File: config.mk
export PLATFORM = sky130hd
export DESIGN_NAME = pool_window_gen
export DESIGN_NICKNAME = d
export VERILOG_FILES = /design/src/rtl/pool_pkg.sv /design/src/rtl/pool_line_buf.sv /design/src/rtl/pool_window_gen.sv
export SDC_FILE = /design/constraint.sdc
export NUM_CORES = 1
export LEC_CHECK = 0
export ABC_AREA = 1
export ABC_CLOCK_PERIOD_IN_PS = 6220
export CAP_MARGIN = 10
export CORE_ASPECT_RATIO = 0.8
export CORE_UTILIZATION = 40
export CTS_CLUSTER_SIZE = 10
export DETAILED_ROUTE_END_ITERATION = 7
export GPL_TIMING_DRIVEN = 0
export PLACE_DENSITY_LB_ADDON = 0.15
export SETUP_SLACK_MARGIN = 0.5
export SLEW_MARGIN = 30
export SYNTH_ARGS = -nofsm -noshare
export SYNTH_HDL_FRONTEND = slang
export SYNTH_SLANG_ARGS = --single-unit
File: constraint.sdc
create_clock -name clk -period 6.22 [get_ports clk]
set_input_delay 0.622 -clock clk [delete_from_list [all_inputs] [get_ports clk]]
set_output_delay 0.622 -clock clk [all_outputs]
set_load 0.01 [all_outputs]
File: src/rtl/pool_pkg.sv
// rtl/pool_pkg.sv - shared defaults (LeNet S2/S4 map sizes, pixel width) and counter-width helper
package pool_pkg;

  localparam int DATA_W_DEF = 16;

  localparam int S2_IMG_W = 28;
  localparam int S2_IMG_H = 28;
  localparam int S4_IMG_W = 10;
  localparam int S4_IMG_H = 10;

  // Width of a counter that must hold 0..n-1; never narrower than one bit.
  function automatic int cnt_w(input int n);
    return (n <= 2) ? 1 : $clog2(n);
  endfunction

endpackage

File: src/rtl/pool_line_buf.sv
// rtl/pool_line_buf.sv - one-row pixel store: single write port, two combinational read ports
module pool_line_buf
  import pool_pkg::*;
#(
  parameter int DEPTH  = S2_IMG_W,
  parameter int DATA_W = DATA_W_DEF,
  parameter int AW     = cnt_w(DEPTH)
) (
  input  logic              clk,
  input  logic              wr_en,
  input  logic [AW-1:0]     wr_addr,
  input  logic [DATA_W-1:0] wr_data,
  input  logic [AW-1:0]     rd_addr_a,
  output logic [DATA_W-1:0] rd_data_a,
  input  logic [AW-1:0]     rd_addr_b,
  output logic [DATA_W-1:0] rd_data_b
);

  // Contents are fully rewritten by every even row, so no reset is needed.
  logic [DATA_W-1:0] mem [DEPTH];

  always_ff @(posedge clk) begin
    if (wr_en) begin
      mem[wr_addr] <= wr_data;
    end
  end

  assign rd_data_a = mem[rd_addr_a];
  assign rd_data_b = mem[rd_addr_b];

endmodule

File: src/rtl/pool_window_gen.sv
// rtl/pool_window_gen.sv - raster pixel stream to non-overlapping 2x2 pooling windows
// Optional frame_done pulse enabled by defining POOL_WINDOW_FRAME_DONE_EN.
module pool_window_gen
  import pool_pkg::*;
#(
  parameter int IMG_W  = S2_IMG_W,
  parameter int IMG_H  = S2_IMG_H,
  parameter int DATA_W = DATA_W_DEF
) (
  input  logic              clk,
  input  logic              rst_n,
  input  logic              in_valid,
  output logic              in_ready,
  input  logic [DATA_W-1:0] in_data,
  output logic              out_valid,
  input  logic              out_ready,
  output logic [DATA_W-1:0] numA,
  output logic [DATA_W-1:0] numB,
  output logic [DATA_W-1:0] numC,
  output logic [DATA_W-1:0] numD
`ifdef POOL_WINDOW_FRAME_DONE_EN
  ,
  output logic              frame_done
`endif
);

  if ((IMG_W < 2) || ((IMG_W % 2) != 0)) begin : g_bad_img_w
    $error("pool_window_gen: IMG_W must be even and >= 2");
  end
  if ((IMG_H < 2) || ((IMG_H % 2) != 0)) begin : g_bad_img_h
    $error("pool_window_gen: IMG_H must be even and >= 2");
  end

  localparam int CW = cnt_w(IMG_W);
  localparam int RW = cnt_w(IMG_H);
  localparam logic [CW-1:0] COL_LAST = CW'(IMG_W - 1);
  localparam logic [RW-1:0] ROW_LAST = RW'(IMG_H - 1);

  logic [CW-1:0]     col;
  logic [RW-1:0]     row;
  logic [CW-1:0]     col_even;
  logic              in_xfer;
  logic              col_wrap;
  logic              row_wrap;
  logic              odd_row;
  logic              odd_col;
  logic              lb_wr;
  logic              win_load;
  logic [DATA_W-1:0] left_px;
  logic [DATA_W-1:0] lb_top_left;
  logic [DATA_W-1:0] lb_top_right;

  // Only a window that is presented and refused may hold back the input.
  assign in_ready = !(out_valid && !out_ready);
  assign in_xfer  = in_valid && in_ready;

  assign odd_row  = row[0];
  assign odd_col  = col[0];
  assign col_wrap = (col == COL_LAST);
  assign row_wrap = (row == ROW_LAST);
  assign col_even = col & ~CW'(1);
  assign lb_wr    = in_xfer && !odd_row;
  assign win_load = in_xfer && odd_row && odd_col;

  always_ff @(posedge clk or negedge rst_n) begin
    if (!rst_n) begin
      col <= '0;
      row <= '0;
    end else if (in_xfer) begin
      if (col_wrap) begin
        col <= '0;
        row <= row_wrap ? '0 : row + RW'(1);
      end else begin
        col <= col + CW'(1);
      end
    end
  end

  pool_line_buf #(
    .DEPTH (IMG_W),
    .DATA_W(DATA_W),
    .AW    (CW)
  ) u_line_buf (
    .clk      (clk),
    .wr_en    (lb_wr),
    .wr_addr  (col),
    .wr_data  (in_data),
    .rd_addr_a(col_even),
    .rd_data_a(lb_top_left),
    .rd_addr_b(col),
    .rd_data_b(lb_top_right)
  );

  always_ff @(posedge clk or negedge rst_n) begin
    if (!rst_n) begin
      left_px <= '0;
    end else if (in_xfer && odd_row && !odd_col) begin
      left_px <= in_data;
    end
  end

  // A new window may replace the one being consumed in the same cycle.
  always_ff @(posedge clk or negedge rst_n) begin
    if (!rst_n) begin
      out_valid <= 1'b0;
      numA      <= '0;
      numB      <= '0;
      numC      <= '0;
      numD      <= '0;
    end else if (win_load) begin
      out_valid <= 1'b1;
      numA      <= lb_top_left;
      numB      <= lb_top_right;
      numC      <= left_px;
      numD      <= in_data;
    end else if (out_ready) begin
      out_valid <= 1'b0;
    end
  end

`ifdef POOL_WINDOW_FRAME_DONE_EN
  logic win_last;

  assign win_last = win_load && row_wrap && col_wrap;

  always_ff @(posedge clk or negedge rst_n) begin
    if (!rst_n) begin
      frame_done <= 1'b0;
    end else begin
      frame_done <= win_last;
    end
  end
`endif

endmodule

==> results.ini <==
[synthesis]
yosysTopAreaCell=edfxtp_1
synth_edf_count=448
synthCells=2039
synthFlopType=edfxtp_1
synth_top_area_share_pct=59.9
syn_nets=2065
synth.area.top_cells=edfxtp_1, nand2_1, dfrtp_1, nand3_1, nor2_1
seq_area_frac_synth_pct=70.0
ys.warnings.count=0
syn_avg_cell_area_sq_um=11.0
ys_ff_latch=539
ys_types=34
synth_area_sq_um=22500
synthArstFlopShare_pct=16.9

[detailed_routing]
wl_microns=80400
first_pass_iters=6
drc=0
post_drt_wl_per_cell_microns=26.8
first_iter_violations=2169
via_count=16421
drtAntennaViolNets=0
viasPerCell=5.47

[timing]
fin_skew_ns=0.0213
fmax_mhz=296
period_minus_slack_ns=3.38
setup_ws_ns=2.84
tightest_slew_ns=0.942
drv_slew=0
fin_crit_sh_pct=54.3
hold_ws_ns=0.306
grt_setup_unrepaired=false
report.final.setup_viol=0
hold_viol_final=0
slew_headroom_pct=37.2
setup_tns_ns=0

[global_route]
grt.overflow.total=0
grt_pass1_vias=15280
grt_max_degree=67
track_usage_pct=28.3
grt_pass1_wl_microns=113000
antenna_found_initial=6

[min_path]
hold_path_class=primary input to register
holdPathStages=1

[clock_tree]
clkTransAtPathRegs_ns=0.06
ctsRootBufferMaster=clkbuf_16
numCtsBuffers=60
max-clock-path-buffers=3
clk_latency_ns=0.63
cts_resized=0
cts_tree=done
htree_levels=2
clkSinkCount=539

[power]
p_leak_nw=10.2
power_switching_mw=5.28
seq_power_share_pct=34.8
power_density_nw_per_um2=486
peakVddDrop_mv=0.294
intPower_mw=7.58
share_comb_of_total_power_pct=39.8
pwr-share-clk_pct=25.4
finalPower_mw=12.9
swShare_pct=41.0

[setup_path]
startpoint_type=register
worstSetupPathType=register to register
arrival_ns=3.70
cp_max_fo=11
end_kind=register
cp.required_ns=6.54
reg2regPathDepth=8

[final_layout]
multi_input_comb_area_sq_um=5830
finish.net_count=2228
syn2layout_area_growth_pct=17.8
drive_above_1_share_pct=11.4
utilization_pct=47.8
num-fill-cells=5080
ff_latch_area_sq_um=15700
antennaDiodeCount=0

[run]
max-cap-violations=0

[die]
core-area_sq_um=55400
die_x_microns=267
num_io_pins=86
initial_core_util_pct=40.5
rows=77
fp.dieH_microns=214
die_area_sq_um=57100

[run_status]
status=complete, no violations

[place]
dpl.hpwl_microns=55600
dp_slack_ns=2.93
io_buffer_count=85
gp_congestion=1.02

## cell usage in the layout, fill, tap and decap left out, types with 17 or more instances in the layout
cell             instances
o211ai_1                37
nand2_1                652
edfxtp_1               448
buf_4                   22
nand3_1                170
or2_2                   18
clkdlybuf4s50_1         68
nor2_1                 137
buf_2                   72
clkbuf_16               61
buf_6                   17
o21ai_0                 95
dfrtp_1                 91
nor2_4                  29
a21oi_1                 74
inv_1                  104
clkbuf_1                60
o21ai_1                 19
## registers in the layout, summed over array words and instances, names as in the netlist
signal          flops
numC               16
numA               16
numB               16
u_line_buf.mem    448
row                 5
out_valid           1
numD               16
col                 5
left_px            16
## critical path, cell delays in order (launching register included)
cell and delay, ns:
dfrtp_1 0.49, inv_2 0.16, buf_4 0.22, buf_2 0.31, buf_2 0.33, ha_1 0.19, nand2_1 0.45, nor2_2 0.67
buf_6 0.24
## worst paths after layout
check	start	end	slack, ns
worst min-delay path	in_data[12]	u_line_buf.mem[3][12]	0.31
min in group asynchronous	rst_n	numB[5]	0.49
max in group asynchronous	rst_n	numA[2]	5.06
worst min register to register	left_px[13]	numC[13]	0.47
worst max-delay path	col[0]	u_line_buf.mem[22][0]	2.84
worst max register to register	col[0]	u_line_buf.mem[22][0]	2.84
## power groups by stage
stage                     combinational [mW]  sequential (mW)  clock, mW
after global placement                  4.87             4.55          0
final                                   5.11             4.48       3.27
after CTS                               4.98             4.48       3.29
after detailed placement                4.97             4.55          0
after global routing                    5.40             4.51       3.45
after floorplan                         2.49             4.60          0
## per-layer routing
| metal | vias up | GRT usage (%) | part of all wire (%) |
|---|---|---|---|
| li1 | 7279 | - | - |
| met1 | 8139 | 42.5 | 44 |
| met2 | 857 | 40.7 | 42 |
| met3 | 146 | 6.14 | 10 |
| met4 | 0 | 9.06 | 3.2 |
| met5 | - | 0 | 0 |
## cell type report
cell class / count / area share (%)
sequential: 539 / 59.5
multi-input combinational: 1280 / 22.0
clock buffer: 109 / 6.53
timing repair buffer: 101 / 4.22
tap: 750 / 3.55
buffer: 108 / 2.52
inverter: 112 / 1.62
clock inverter: 3 / 0.0804
## per-stage QoR
stage,area [sq um],instances
2_1_floorplan,22500,2039
3_3_place_gp,24200,2874
3_5_place_dp,24700,2889
4_1_cts,26500,3002
5_1_grt,26500,3002
6_report,26500,3002
## cell families (layout without fill, tap and decap cells)
| kind of cell | Yosys count | after routing | synth area share [%] |
|---|---|---|---|
| and+or+nand+nor | 1037 | 1037 | 19.0 |
| buffers and inverters | 220 | 433 | 4.88 |
| DFF | 539 | 539 | 70.0 |
| AOI/OAI and AO/OA | 237 | 237 | 5.78 |
| adders and majority gates | 6 | 6 | 0.334 |
## synth_stat cells, types with 2 or more instances
library cell,number
a21oi_1,74
a31oi_1,8
buf_1,2
buf_2,56
buf_4,22
buf_6,13
clkbuf_1,14
dfrtp_1,91
edfxtp_1,448
ha_1,6
inv_1,104
inv_2,5
inv_4,3
nand2_1,652
nand2_2,4
nand3_1,170
nand3_2,2
nand4_1,8
nor2_1,165
nor2_2,2
nor2_4,4
nor3_1,7
nor4_1,2
o211ai_1,37
o21ai_0,95
o21ai_1,19
o31ai_1,2
or2_2,18
## what timing repair did
action	4_1_cts	5_1_grt
hold buffers	1	0
hold endpoints to repair	25	0
buffers inserted	0	0
Power figures use the tool's default switching activity.
